`src/rtl/ir_pkg.sv`:
```
// Shared types and constants for the IR transmit scheduler.
package ir_pkg;

    localparam int FRAME35_W = 35;
    localparam int FRAME32_W = 32;
    localparam int CLK_HZ    = 125000000;

    // Canned frame: AC power off.
    localparam logic [FRAME35_W-1:0] POWER_OFF_35 = 35'h4_0201_0052;
    localparam logic [FRAME32_W-1:0] POWER_OFF_32 = 32'h0804_0006;

    typedef enum logic [2:0] {
        ST_IDLE,
        ST_GRANT,
        ST_LAUNCH,
        ST_WAIT_DONE,
        ST_GAP
    } ir_state_t;

    typedef struct packed {
        logic [FRAME35_W-1:0] p35;
        logic [FRAME32_W-1:0] p32;
    } ir_frame_t;

    // Index width that stays legal for a single requester.
    function automatic int idx_w(input int n);
        return (n > 1) ? $clog2(n) : 1;
    endfunction

    function automatic int max2(input int a, input int b);
        return (a > b) ? a : b;
    endfunction

endpackage

```
`src/rtl/ir_tx_scheduler_if.sv`:
```
// Request/launch bus between command sources, the scheduler and the IR transmitter.
// slave = scheduler side, master = sources + transmitter side.
interface ir_tx_scheduler_if
    import ir_pkg::*;
#(
    parameter int NUM_REQ = 3
);
    localparam int IDX_W = idx_w(NUM_REQ);

    logic [NUM_REQ-1:0]           req;
    logic [NUM_REQ*FRAME35_W-1:0] req_data35;
    logic [NUM_REQ*FRAME32_W-1:0] req_data32;
    logic [NUM_REQ-1:0]           gnt;
    logic                         tx_start;
    logic [FRAME35_W-1:0]         tx_data35;
    logic [FRAME32_W-1:0]         tx_data32;
    logic                         tx_done;
    logic                         busy;
    logic [IDX_W-1:0]             last_src;
    logic                         tx_err;

    modport master (
        output req, req_data35, req_data32, tx_done,
        input  gnt, tx_start, tx_data35, tx_data32, busy, last_src, tx_err
    );

    modport slave (
        input  req, req_data35, req_data32, tx_done,
        output gnt, tx_start, tx_data35, tx_data32, busy, last_src, tx_err
    );

endinterface

```
`src/rtl/ir_tx_scheduler_rr_arbiter.sv`:
```
// Combinational round-robin pick: first set request at or after ptr wins.
module rr_arbiter
    import ir_pkg::*;
#(
    parameter int NUM_REQ = 3,
    parameter int IDX_W   = idx_w(NUM_REQ)
) (
    input  logic [NUM_REQ-1:0] req,
    input  logic [IDX_W-1:0]   ptr,
    output logic [NUM_REQ-1:0] gnt_oh,
    output logic [IDX_W-1:0]   win_idx,
    output logic               any
);

    logic [IDX_W-1:0] kk;

    // Walk the requests in rotated order and keep the first hit.
    always_comb begin
        gnt_oh  = '0;
        win_idx = '0;
        any     = 1'b0;
        kk      = '0;
        for (int i = 0; i < NUM_REQ; i++) begin
            kk = IDX_W'((int'(ptr) + i) % NUM_REQ);
            if (!any && req[kk]) begin
                any        = 1'b1;
                win_idx    = kk;
                gnt_oh[kk] = 1'b1;
            end
        end
    end

endmodule

```
`src/rtl/ir_tx_scheduler.sv`:
```
// IR transmit scheduler: round-robin arbitration among command sources,
// frame latch, start/done handshake with the transmitter, inter-frame gap
// and transmit timeout.
// Optional: IR_REPEAT_EN sends each granted frame twice (one gnt, two launches).
module ir_tx_scheduler
    import ir_pkg::*;
#(
    parameter int NUM_REQ        = 3,
    parameter int GAP_CYCLES     = 12500000,
    parameter int TIMEOUT_CYCLES = 25000000
) (
    input  logic               clk,
    input  logic               rst,
    ir_tx_scheduler_if.slave   bus
);

    localparam int IDX_W   = idx_w(NUM_REQ);
    localparam int CNT_MAX = max2(GAP_CYCLES, TIMEOUT_CYCLES);
    localparam int CNT_W   = $clog2(CNT_MAX + 1);

    localparam logic [CNT_W-1:0] TO_LAST  = CNT_W'(TIMEOUT_CYCLES - 1);
    localparam logic [CNT_W-1:0] GAP_LAST = CNT_W'(GAP_CYCLES - 1);
    localparam logic [CNT_W-1:0] CNT_TOP  = CNT_W'(CNT_MAX);

    ir_state_t state_q, state_d;
    ir_frame_t frame_q, frame_d;
    logic [NUM_REQ-1:0] gnt_q, gnt_d;
    logic               start_q, start_d;
    logic               err_q, err_d;
    logic [IDX_W-1:0]   last_q, last_d;
    logic [IDX_W-1:0]   ptr_q, ptr_d;
    // One counter serves both the timeout and the gap; they never overlap.
    logic [CNT_W-1:0]   cnt_q, cnt_d, cnt_inc;
`ifdef IR_REPEAT_EN
    logic               copy_q, copy_d;
`endif

    logic [NUM_REQ-1:0]                d_gnt;
    logic [IDX_W-1:0]                  win_idx, ptr_nxt;
    logic                              win_any;
    logic [NUM_REQ-1:0][FRAME35_W-1:0] d35;
    logic [NUM_REQ-1:0][FRAME32_W-1:0] d32;

    for (genvar k = 0; k < NUM_REQ; k++) begin : g_unpack
        assign d35[k] = bus.req_data35[k*FRAME35_W +: FRAME35_W];
        assign d32[k] = bus.req_data32[k*FRAME32_W +: FRAME32_W];
    end

    rr_arbiter #(
        .NUM_REQ (NUM_REQ),
        .IDX_W   (IDX_W)
    ) u_arb (
        .req     (bus.req),
        .ptr     (ptr_q),
        .gnt_oh  (d_gnt),
        .win_idx (win_idx),
        .any     (win_any)
    );

    assign ptr_nxt = (int'(win_idx) == NUM_REQ - 1) ? '0 : win_idx + IDX_W'(1);
    assign cnt_inc = (cnt_q == CNT_TOP) ? cnt_q : cnt_q + CNT_W'(1);

    assign bus.gnt       = gnt_q;
    assign bus.tx_start  = start_q;
    assign bus.tx_err    = err_q;
    assign bus.tx_data35 = frame_q.p35;
    assign bus.tx_data32 = frame_q.p32;
    assign bus.last_src  = last_q;
    assign bus.busy      = (state_q != ST_IDLE);

    // Next state and next registered outputs; pulses default low each cycle.
    always_comb begin
        state_d = state_q;
        frame_d = frame_q;
        gnt_d   = '0;
        start_d = 1'b0;
        err_d   = 1'b0;
        last_d  = last_q;
        ptr_d   = ptr_q;
        cnt_d   = cnt_q;
`ifdef IR_REPEAT_EN
        copy_d  = copy_q;
`endif
        unique case (state_q)
            ST_IDLE: begin
                if (|bus.req) state_d = ST_GRANT;
            end
            ST_GRANT: begin
                if (win_any) begin
                    gnt_d   = d_gnt;
                    frame_d = '{p35: d35[win_idx], p32: d32[win_idx]};
                    last_d  = win_idx;
                    ptr_d   = ptr_nxt;
                    state_d = ST_LAUNCH;
`ifdef IR_REPEAT_EN
                    copy_d  = 1'b1;
`endif
                end else begin
                    // Request withdrawn before the grant cycle.
                    state_d = ST_IDLE;
                end
            end
            ST_LAUNCH: begin
                start_d = 1'b1;
                cnt_d   = '0;
                state_d = ST_WAIT_DONE;
            end
            ST_WAIT_DONE: begin
                if (bus.tx_done) begin
                    // Done beats a timeout landing on the same cycle.
                    cnt_d   = '0;
                    state_d = ST_GAP;
                end else if (cnt_q >= TO_LAST) begin
                    err_d   = 1'b1;
                    cnt_d   = '0;
                    state_d = ST_GAP;
`ifdef IR_REPEAT_EN
                    copy_d  = 1'b0;
`endif
                end else begin
                    cnt_d = cnt_inc;
                end
            end
            ST_GAP: begin
                if (cnt_q >= GAP_LAST) begin
                    cnt_d   = '0;
                    state_d = ST_IDLE;
`ifdef IR_REPEAT_EN
                    if (copy_q) begin
                        copy_d  = 1'b0;
                        state_d = ST_LAUNCH;
                    end
`endif
                end else begin
                    cnt_d = cnt_inc;
                end
            end
            default: state_d = ST_IDLE;
        endcase
    end

    // State and output registers, cleared asynchronously.
    always_ff @(posedge clk or negedge rst) begin
        if (!rst) begin
            state_q <= ST_IDLE;
            frame_q <= '0;
            gnt_q   <= '0;
            start_q <= 1'b0;
            err_q   <= 1'b0;
            last_q  <= '0;
            ptr_q   <= '0;
            cnt_q   <= '0;
`ifdef IR_REPEAT_EN
            copy_q  <= 1'b0;
`endif
        end else begin
            state_q <= state_d;
            frame_q <= frame_d;
            gnt_q   <= gnt_d;
            start_q <= start_d;
            err_q   <= err_d;
            last_q  <= last_d;
            ptr_q   <= ptr_d;
            cnt_q   <= cnt_d;
`ifdef IR_REPEAT_EN
            copy_q  <= copy_d;
`endif
        end
    end

endmodule

```
`src/flat_wrapper.sv`:
```
// flat-port wrapper written by rule: the top's interface ports become plain ports
module ir_tx_scheduler_flat import ir_pkg::*;
#(
    parameter int NUM_REQ        = 3,
    parameter int GAP_CYCLES     = 12500000,
    parameter int TIMEOUT_CYCLES = 25000000
)
  (clk, rst, bus_req, bus_req_data35, bus_req_data32, bus_tx_done, bus_gnt, bus_tx_start, bus_tx_data35, bus_tx_data32, bus_busy, bus_last_src, bus_tx_err);
  ir_tx_scheduler_if #(.NUM_REQ(NUM_REQ)) bus_i ();
  input  logic clk;
  input  logic rst;
  input wire logic [$bits(bus_i.req)-1:0] bus_req;
  input wire logic [$bits(bus_i.req_data35)-1:0] bus_req_data35;
  input wire logic [$bits(bus_i.req_data32)-1:0] bus_req_data32;
  input wire logic [$bits(bus_i.tx_done)-1:0] bus_tx_done;
  output wire logic [$bits(bus_i.gnt)-1:0] bus_gnt;
  output wire logic [$bits(bus_i.tx_start)-1:0] bus_tx_start;
  output wire logic [$bits(bus_i.tx_data35)-1:0] bus_tx_data35;
  output wire logic [$bits(bus_i.tx_data32)-1:0] bus_tx_data32;
  output wire logic [$bits(bus_i.busy)-1:0] bus_busy;
  output wire logic [$bits(bus_i.last_src)-1:0] bus_last_src;
  output wire logic [$bits(bus_i.tx_err)-1:0] bus_tx_err;
  assign bus_i.req = bus_req;
  assign bus_i.req_data35 = bus_req_data35;
  assign bus_i.req_data32 = bus_req_data32;
  assign bus_i.tx_done = bus_tx_done;
  assign bus_gnt = bus_i.gnt;
  assign bus_tx_start = bus_i.tx_start;
  assign bus_tx_data35 = bus_i.tx_data35;
  assign bus_tx_data32 = bus_i.tx_data32;
  assign bus_busy = bus_i.busy;
  assign bus_last_src = bus_i.last_src;
  assign bus_tx_err = bus_i.tx_err;
  ir_tx_scheduler #(.NUM_REQ(NUM_REQ), .GAP_CYCLES(GAP_CYCLES), .TIMEOUT_CYCLES(TIMEOUT_CYCLES)) u_core (.clk(clk), .rst(rst), .bus(bus_i));
endmodule
```
`config.mk`:
```
export PLATFORM = sky130hd
export DESIGN_NAME = ir_tx_scheduler_flat
export DESIGN_NICKNAME = d
export VERILOG_FILES = /design/src/rtl/ir_pkg.sv /design/src/rtl/ir_tx_scheduler_if.sv /design/src/rtl/ir_tx_scheduler_rr_arbiter.sv /design/src/rtl/ir_tx_scheduler.sv /design/src/flat_wrapper.sv
export SDC_FILE = /design/constraint.sdc
export NUM_CORES = 1
export LEC_CHECK = 0
export CELL_PAD_IN_SITES_DETAIL_PLACEMENT = 0
export CELL_PAD_IN_SITES_GLOBAL_PLACEMENT = 2
export CORE_ASPECT_RATIO = 1.1
export CORE_UTILIZATION = 22
export CTS_CLUSTER_SIZE = 8
export DETAILED_ROUTE_END_ITERATION = 10
export PLACE_DENSITY = 0.83
export SKIP_CTS_REPAIR_TIMING = 1
export SLEW_MARGIN = 40
export SYNTH_ARGS = -nofsm -noshare
export SYNTH_HDL_FRONTEND = slang
export SYNTH_SLANG_ARGS = --single-unit
```
`constraint.sdc`:
```
create_clock -name clk -period 2.7 [get_ports clk]
set_clock_uncertainty 0.1 [all_clocks]
set_input_delay 0.54 -clock clk [delete_from_list [all_inputs] [get_ports clk]]
set_output_delay 0.54 -clock clk [all_outputs]
set_load 0.01 [all_outputs]
```
==> results.yml, run 1 <==
sta:
  fmax_mhz: 418.8
  min_period_ps: 2388
  setup_viol_count_final: 0
  rsz0062_at_grt: "false"
  slew_headroom_pct: 63.42
  tightestPinTransition_ps: 547.4
  finalHoldViolCount: 0
  min_period_over_period_pct: 88.44
  setup_tns_ps: 0
  maxSlewViolCount: 0
power_and_ir_drop:
  p_leak_nw: 3.847
  p_int_w: 0.002544
  power.switching_w: 0.0008730
  power_frac_comb_pct: 15.4
  vdd_ir_drop_max_mv: 0.1943
  switching_share_pct: 25.55
  power_density_nw_per_um2: 362.6
  p_clk_share_pct: 39.1
  power_frac_seq_pct: 45.5
outcome:
  status: "completed"
clock_tree:
  cts_tree: "built"
  cts.clk_slew.worst_paths_ps: 80
  cts_made_buffers: 9
  clock_path_buffers: 2
  insertion_delay_ps: 350
  cts.sinks: 104
  cts_htree_levels: 3
  root_buffer: "clkbuf_16"
critical_path:
  cp_max_fo: 11
  crit_type: "reg -> reg"
  worstPathRequired_ps: 2890
  start_kind: "flip-flop"
  arrival_ps: 2580
  cp-end-kind: "flip-flop"
synth:
  seq_area_frac_synth_pct: 45.26
  synth_top_family_by_area: "compound AO/OA/AOI/OAI gates"
  synthFlopType: "dfrtp_1"
  synth_compound_area_share_pct: 25.48
  synth-seq-cells: 104
  synth_cell_types: 62
  synthXorXnorAreaFrac_pct: 0.6092
  synthSimpleGateAreaFrac_pct: 20.50
  syn_area_um2: 5751
  synth.net_count: 866
  post_synth_inst_count: 653
  yosys_warnings: 0
  synth_adder_area_share_pct: 1.654
  synth.avg_cell_area_um2: 8.806
  synthArstFlopShare_pct: 100.0
  synthMuxAreaShare_pct: 0.7833
  synth_edf_count: 0
drt:
  drc_errors: 0
  via_per_inst: 4.635
  ant_nets: 0
  via_count: 5928
  wl_per_cell_um: 17.49
  routed_wl_mm: 22.37
  dr.pass1.iters: 4
  drt-initial-drc-count: 239
global_routing:
  grt-ovfl-total: 0
  grt_pass1_wl_mm: 33.26
  grtUsageTotal_pct: 16.44
  grt_max_degree: 45
  grt_pass1_vias: 5782
  antenna_found_initial: 1
layout:
  post_route_cells_drive_above_1_share_pct: 7.181
  final_common_cell: "clkdlybuf4s50_1"
  multi_input_area_um2: 2834
  layoutNonFillerInstCount: 1279
  num_antenna_cells: 0
  mostFrequentLayoutCells: "clkdlybuf4s50_1, dfrtp_1, nand2_1"
  fin_nets: 1141
  nFillCells: 2697
  syn2layout_area_growth_pct: 63.86
  seqCellArea_um2: 2603
floorplanning:
  ios: 282
  rows: 61
  die_x_um: 156.2
  dieArea_um2: 26790
  fp.dieH_um: 171.6
  fp.coreArea_um2: 25490
  start_util_pct: 22.56
place:
  gp_congestion: 0.8327
  placed_cells: 1262
  io_buffers: 281
  post-dp-hpwl_mm: 17.57
job:
  drv_cap: 0
min_path:
  hp-class: "reg -> reg"
==> power by group through the flow <==
stage | Sequential [W] | Clock [W] | Combinational [W]
finish | 0.00156 | 0.00134 | 0.000525
global route | 0.00156 | 0.00144 | 0.000571
CTS | 0.00156 | 0.00140 | 0.000533
detailed placement | 0.00159 | 0 | 0.000532
global placement | 0.00159 | 0 | 0.000529
floorplan | 0.00159 | 0 | 0.000134
==> synth_stat cells (3+ instances only) <==
cell type / count / area [um^2]
inv_1: 14 / 52.55
and3_1: 11 / 68.82
nand2_1: 94 / 352.8
a21oi_1: 6 / 30.03
dfrtp_1: 104 / 2603
nor2b_1: 6 / 37.54
nand3_1: 13 / 65.06
o211ai_1: 4 / 30.03
buf_2: 18 / 90.09
o22ai_1: 3 / 18.77
nor2_1: 86 / 322.8
buf_6: 5 / 56.30
clkbuf_1: 21 / 78.83
a31oi_1: 68 / 425.4
ha_1: 6 / 75.07
o21ai_0: 20 / 100.1
mux2_2: 3 / 33.78
a22oi_1: 70 / 525.5
xor2_1: 4 / 35.03
a21o_1: 13 / 97.59
buf_4: 5 / 37.54
nor4_1: 7 / 43.79
nor3_1: 12 / 60.06
nand4_1: 4 / 25.02
o21ai_1: 9 / 45.04
==> state kept, by name (all words and copies together), names as in the netlist <==
name,cells
u_core.bus.tx_start,1
u_core.bus.tx_data32,32
u_core.state_q,3
u_core.bus.last_src,2
u_core.bus.gnt,3
u_core.bus.tx_err,1
u_core.ptr_q,2
u_core.bus.tx_data35,35
u_core.cnt_q,25
==> path summary, 6_finish.rpt <==
kind	slack (ps)	cells after the start	endpoint	startpoint
min in group asynchronous	500	2	u_core.bus.tx_start	rst
max	310	9	u_core.bus.gnt[0]	u_core.ptr_q[0]
max in group asynchronous	1270	3	u_core.bus.tx_data35[19]	rst
min reg2reg	390	1	u_core.bus.last_src[1]	u_core.bus.last_src[1]
min	390	1	u_core.bus.last_src[1]	u_core.bus.last_src[1]
max reg2reg	310	9	u_core.bus.gnt[0]	u_core.ptr_q[0]
==> cell type report <==
class / instances / area share [%]
tap: 346 / 4.594
clock inverter: 6 / 0.6639
sequential: 104 / 27.62
clock buffer: 10 / 2.430
timing repair buffer: 315 / 34.02
multi-input combinational: 483 / 30.08
inverter: 15 / 0.5975
==> per-stage QoR <==
step / cell area [um^2] / total power (W) / setup slack, ps / hold WS (ps) / utilization, %
2_1_floorplan: 5751 / 0.001722 / 324.8 / 144.4 / -
3_3_place_gp: 9121 / 0.002116 / 98.63 / 333.5 / 35.78
3_5_place_dp: 9121 / 0.002119 / 67.92 / 333.5 / 35.78
4_1_cts: 9413 / 0.003487 / 324.2 / -57.25 / 36.92
5_1_grt: 9423 / 0.003569 / 42.00 / 417.5 / 36.96
6_report: 9423 / 0.003417 / 312.0 / 393.7 / 36.96
==> layer usage <==
layer,vias up,global-route usage [%],wire (um)
li1,2933,-,-
met1,2802,19.49,8931
met2,173,29.00,11400
met3,18,4.812,1755
met4,2,3.922,268
met5,-,0,11
==> critical path: stages, from the launching register on <==
cell      delay (ps)
dfrtp_1          400
inv_1            100
ha_1             400
inv_1            170
nor4b_1          260
a31oi_1           60
o21ai_0          350
a22oi_1          150
a21boi_0         190
buf_4            140
==> cell families (layout without fill, tap and decap cells) <==
| family | after synthesis | count (layout) |
|---|---|---|
| simple gates | 255 | 255 |
| flops | 104 | 104 |
| xor+xnor | 4 | 4 |
| mux | 4 | 4 |
| buf+inv | 66 | 346 |
| compound gates | 212 | 212 |
| fa+ha+maj | 8 | 8 |
Power figures use the tool's default switching activity.
==> run 2, diff against run 1 <==
--- a/config.mk
+++ b/config.mk
@@ -8,9 +8,11 @@
 export CELL_PAD_IN_SITES_DETAIL_PLACEMENT = 0
 export CELL_PAD_IN_SITES_GLOBAL_PLACEMENT = 2
 export CORE_ASPECT_RATIO = 1.1
+export CORE_MARGIN = 5
 export CORE_UTILIZATION = 22
 export CTS_CLUSTER_SIZE = 8
 export DETAILED_ROUTE_END_ITERATION = 10
+export HOLD_SLACK_MARGIN = 0.06
 export PLACE_DENSITY = 0.83
 export SKIP_CTS_REPAIR_TIMING = 1
 export SLEW_MARGIN = 40
==> run 2 against run 1 <==
  * Final area rose by 0.36%
  * Core utilization fell by 0.47 points
  * Sequential share of layout area fell by 0.099 points
  * Global-route usage fell by 1.5 points
  * Clock-buffer cell count fell by 1
  * Non-clock buffer count rose by 11
  * Sequential cell count did not move
  * Total power rose by 1.6%
  * Combinational power barely moved
  * Die area rose by 10%
  * Clock power rose by 4%
  * Setup slack got worse by 130 ps
  * Largest cell class unchanged
  * Highest routed layer unchanged
==> results.yml, run 2 (same netlist as run 1, synthesis figures left out) <==
sta:
  finalHoldWorstSlack_ps: 37.15
  maxSlewViolCount: 0
  finalHoldViolCount: 0
  min_period_over_period_pct: 93.10
  rsz0062_at_grt: "false"
  min_period_ps: 2514
  slew_headroom_pct: 62.59
  tightestPinTransition_ps: 559.8
  fmax_mhz: 397.8
  setup_viol_count_final: 0
  setup_tns_ps: 0
layout:
  largest_reg_flops: 35
  syn2layout_area_growth_pct: 64.45
  layoutNonFillerInstCount: 1295
  final_common_cell: "clkdlybuf4s50_1"
  multi_input_area_um2: 2834
  seqCellArea_um2: 2603
  num_antenna_cells: 0
  fin_nets: 1152
  mostFrequentLayoutCells: "clkdlybuf4s50_1, dfrtp_1, nand2_1"
  post_route_cells_drive_above_1_share_pct: 8.378
  final_area_um2: 9457
  nFillCells: 2760
critical_path:
  rr_endpoint: "u_core.bus.gnt[0]"
  worstPathRequired_ps: 2810
  crit_type: "reg -> reg"
  rrSetupSlack_ps: 190
  start_kind: "flip-flop"
  cp-endpoint: "u_core.bus.gnt[0]"
  worstReg2RegStart: "u_core.ptr_q[0]"
  cp-end-kind: "flip-flop"
  cp_max_fo: 11
  worstSetupStartpoint: "u_core.ptr_q[0]"
  ff2ff_path_depth: 8
  arrival_ps: 2620
global_routing:
  grt_pass1_vias: 5951
  grt_max_degree: 47
  antenna_found_initial: 1
  grt_pass1_wl_mm: 34.39
  grtUsageTotal_pct: 14.97
  grt-ovfl-total: 0
drt:
  drt-initial-drc-count: 313
  routed_wl_mm: 22.20
  via_count: 5913
  via_per_inst: 4.566
  ant_nets: 0
  drc_errors: 0
  dr.pass1.iters: 4
  wl_per_cell_um: 17.14
power_and_ir_drop:
  p_total_w: 0.003470
  power_frac_seq_pct: 44.8
  p_clk_share_pct: 40.0
  switching_share_pct: 24.40
  power.switching_w: 0.0008467
  vdd_ir_drop_max_mv: 0.2157
  power_density_nw_per_um2: 367.0
  power_frac_comb_pct: 15.2
  p_leak_nw: 3.890
  p_int_w: 0.002624
place:
  placed_cells: 1280
  place_area_um2: 9156
  io_buffers: 281
  gp_congestion: 0.7903
  post-dp-hpwl_mm: 17.94
floorplanning:
  rows: 62
  fp.coreArea_um2: 25910
  dieArea_um2: 29480
  fp.dieH_um: 179.6
  ios: 282
  start_util_pct: 22.19
  die_x_um: 164.2
clock_tree:
  root_buffer: "clkbuf_16"
  cts_made_buffers: 9
  insertion_delay_ps: 350
  cts.sinks: 104
  cts_htree_levels: 3
  clock_path_buffers: 2
  cts.clk_slew.worst_paths_ps: 70
  cts_tree: "built"
job:
  drv_cap: 0
outcome:
  status: "completed"
min_path:
  hp-class: "in -> async"
[run 2: cell count changes in the layout (fill, tap and decap cells not counted), sizes merged]
cell,previous run,this run
bufinv,0,1
clkinvlp,0,1
buf,34,46
dlygate4sd3,1,0
clkbuf,10,9
clkinv,3,1
[run 2: worst min-delay path by stage]
stage                              to  slack (ps)
3_5_place_dp   u_core.bus.last_src[1]         380
3_3_place_gp   u_core.bus.last_src[1]         370
4_1_cts           u_core.bus.tx_start          30
6_report          u_core.bus.tx_start          40
2_1_floorplan       u_core.bus.gnt[0]         140
5_1_grt           u_core.bus.tx_start          60
[run 2: power groups by stage]
stage	sequential [W]	combinational [W]	clock, W
final	0.00156	0.000527	0.00139
after detailed placement	0.00159	0.000535	0
after CTS	0.00156	0.000537	0.00144
after global placement	0.00159	0.000534	0
after global routing	0.00156	0.000575	0.00150
after floorplan	0.00159	0.000134	0
[run 2: per-layer routing]
layer / vias to the layer above / share of wire, % / global-route usage [%]
met5: - / 0.050 / 0
met4: 2 / 1.5 / 3.490
met3: 19 / 7.1 / 4.123
met2: 188 / 51 / 26.34
met1: 2751 / 40 / 18.03
li1: 2953 / - / -
[run 2: critical path, cell delays in order (launching register included)]
cell and delay (ps):
dfrtp_1 410, inv_1 110, ha_1 400, inv_1 170, nor4b_1 270, a31oi_1 80, o21ai_0 310, a22oi_1 160
a21boi_0 360
[run 2: final cells by class]
class                   instances  area share [%]
repair buffers                326           34.08
multi-input cells             483           29.97
flip-flops and latches        104           27.52
well taps                     352           4.657
clock buffers                   9           2.382
clock inverters                 6          0.7939
inverters                      15          0.5954
[run 2: stage by stage]
step                      util [%]  setup slack [ps]
final                        36.50             186.2
after global routing         36.50             43.21
after CTS                    36.50             229.5
after detailed placement     35.34             10.16
after global placement       35.34             25.88
after floorplan                  -             324.8
==> run 3, diff against run 2 <==
--- a/config.mk
+++ b/config.mk
@@ -8,7 +8,7 @@
 export CELL_PAD_IN_SITES_DETAIL_PLACEMENT = 0
 export CELL_PAD_IN_SITES_GLOBAL_PLACEMENT = 2
 export CORE_ASPECT_RATIO = 1.1
-export CORE_MARGIN = 5
+export CORE_MARGIN = 2
 export CORE_UTILIZATION = 22
 export CTS_CLUSTER_SIZE = 8
 export DETAILED_ROUTE_END_ITERATION = 10
==> constraint.sdc (replaced) <==
create_clock -name clk -period 2.7 [get_ports clk]
set_clock_uncertainty 0.1 [all_clocks]
set_input_delay 0.405 -clock clk [delete_from_list [all_inputs] [get_ports clk]]
set_output_delay 0.405 -clock clk [all_outputs]
set_load 0.01 [all_outputs]
==> run 3 against run 2 <==
  * Clock power decreased by 6%
  * Register-to-register slack improved by 97 ps
  * Largest cell class unchanged
  * Critical endpoint is now u_core.bus.tx_data32[6]
  * Combinational power decreased by 3%
  * Clock-buffer cell count unchanged
  * Non-clock buffer count decreased by 14
  * Global-route usage increased by 0.76 points
  * Sequential power about the same
==> results.yml, run 3 (same netlist as run 1, synthesis figures left out) <==
global_routing:
  grt_max_degree: 58
  grtUsageTotal_pct: 15.73
  grt_pass1_wl_mm: 33.33
  grt_pass1_vias: 5917
  antenna_found_initial: 0
  grt-ovfl-total: 0
sta:
  setup_tns_ps: 0
  rsz0062_at_grt: "false"
  min_period_ps: 2417
  finalHoldWorstSlack_ps: 413.5
  min_period_over_period_pct: 89.53
  setup_viol_count_final: 0
  finalHoldViolCount: 0
  slew_headroom_pct: 61.74
  tightestPinTransition_ps: 568.6
  fmax_mhz: 413.7
  fin_ws_ps: 282.8
  maxSlewViolCount: 0
layout:
  final_common_cell: "clkdlybuf4s50_1"
  num_antenna_cells: 0
  layoutNonFillerInstCount: 1281
  syn2layout_area_growth_pct: 62.95
  mostFrequentLayoutCells: "clkdlybuf4s50_1, dfrtp_1, nand2_1"
  fin_nets: 1138
  largest_reg_flops: 35
  post_route_cells_drive_above_1_share_pct: 6.997
min_path:
  hp-start: "u_core.bus.last_src[0]"
  hp-class: "reg -> reg"
drt:
  drt-initial-drc-count: 258
  via_per_inst: 4.570
  ant_nets: 0
  drc_errors: 0
  wl_per_cell_um: 16.64
  via_count: 5854
  dr.pass1.iters: 5
  routed_wl_mm: 21.31
critical_path:
  start_kind: "flip-flop"
  cp-end-kind: "flip-flop"
  crit_family: "adder cells"
  cp_max_fo: 40
  crit_chain: "inv_1, ha_2, maj3_1, o221a_2, buf_4, a22oi_1, a31oi_1"
  critPathBufInv: 2
  cpPeakStageDelay_ps: 400
  worstReg2RegStart: "u_core.ptr_q[0]"
  critPathSlowestCell: "dfrtp_1"
  crit_type: "reg -> reg"
  worstSetupStartpoint: "u_core.ptr_q[0]"
  arrival_ps: 2550
  worstPathRequired_ps: 2830
floorplanning:
  fp.dieH_um: 173.6
  fp.coreArea_um2: 25910
  ios: 282
  die_x_um: 158.2
  rows: 62
  start_util_pct: 22.19
  dieArea_um2: 27450
place:
  placed_cells: 1265
  io_buffers: 281
  gp_congestion: 0.7866
  dpl_worst_slack_ps: 128.2
  post-dp-hpwl_mm: 16.50
clock_tree:
  cts_htree_levels: 3
  cts_tree: "built"
  cts_made_buffers: 9
  insertion_delay_ps: 350
  cts.sinks: 104
  cts.clk_slew.worst_paths_ps: 80
  root_buffer: "clkbuf_16"
  clock_path_buffers: 2
job:
  drv_cap: 0
power_and_ir_drop:
  power_density_nw_per_um2: 359.2
  vdd_ir_drop_max_mv: 0.3096
  p_leak_nw: 3.817
outcome:
  status: "completed"
[run 3: cell count changes in the layout (fill, tap and decap cells not counted)]
cell           before  now
buf_4              40   22
buf_12              6    9
bufinv_16           1    0
clkinv_2            0    1
clkinv_4            1    2
clkinvlp_4          1    0
dlygate4sd3_1       0    1
ha_1                6    5
ha_2                0    1
[run 3: layout make-up]
class	instances	area, um^2
Fill cell	2742	16540
Timing Repair Buffer	312	3158
Clock buffer	9	225.2
Tap cell	352	440.4
Clock inverter	6	51.30
Multi-Input combinational cell	483	2836
Inverter	15	56.30
Sequential cell	104	2603
[run 3: path summary, 6_finish.rpt]
check | to | cells after the start | slack, ps
max | u_core.bus.tx_data32[6] | 7 | 280
min | u_core.bus.last_src[0] | 1 | 410
max reg2reg | u_core.bus.tx_data32[6] | 7 | 280
min reg2reg | u_core.bus.last_src[0] | 1 | 410
max in group asynchronous | u_core.cnt_q[22] | 3 | 1300
min in group asynchronous | u_core.bus.tx_err | 2 | 450
[run 3: worst register-to-register path, cell delays in order, from the launching register on]
cell	delay [ps]
dfrtp_1	400
inv_1	110
ha_2	340
maj3_1	370
o221a_2	300
buf_4	270
a22oi_1	290
a31oi_1	120
[run 3: power breakdown]
group | total [W] | internal (W) | switching, W
clock | 0.00130 | 0.000638 | 0.000662
sequential | 0.00156 | 0.00156 | 0
combinational | 0.000510 | 0.000324 | 0.000186
total | 0.00337 | 0.00252 | 0.000848
[run 3: metrics by stage]
stage | instance area [um^2] | utilization [%] | power [W]
after floorplan | 5751 | - | 0.001722
after detailed placement | 9081 | 35.05 | 0.002104
after CTS | 9358 | 36.12 | 0.003413
after global placement | 9081 | 35.05 | 0.002102
final | 9370 | 36.16 | 0.003366
after global routing | 9370 | 36.16 | 0.003535
[run 3: routing by layer]
metal	global-route usage (%)	wire [um]	up-vias	part of all wire, %
li1	-	-	2926	-
met1	19.02	8711	2726	41
met2	27.46	10870	183	51
met3	4.650	1437	19	6.7
met4	3.416	293	0	1.4
met5	0	0	-	0
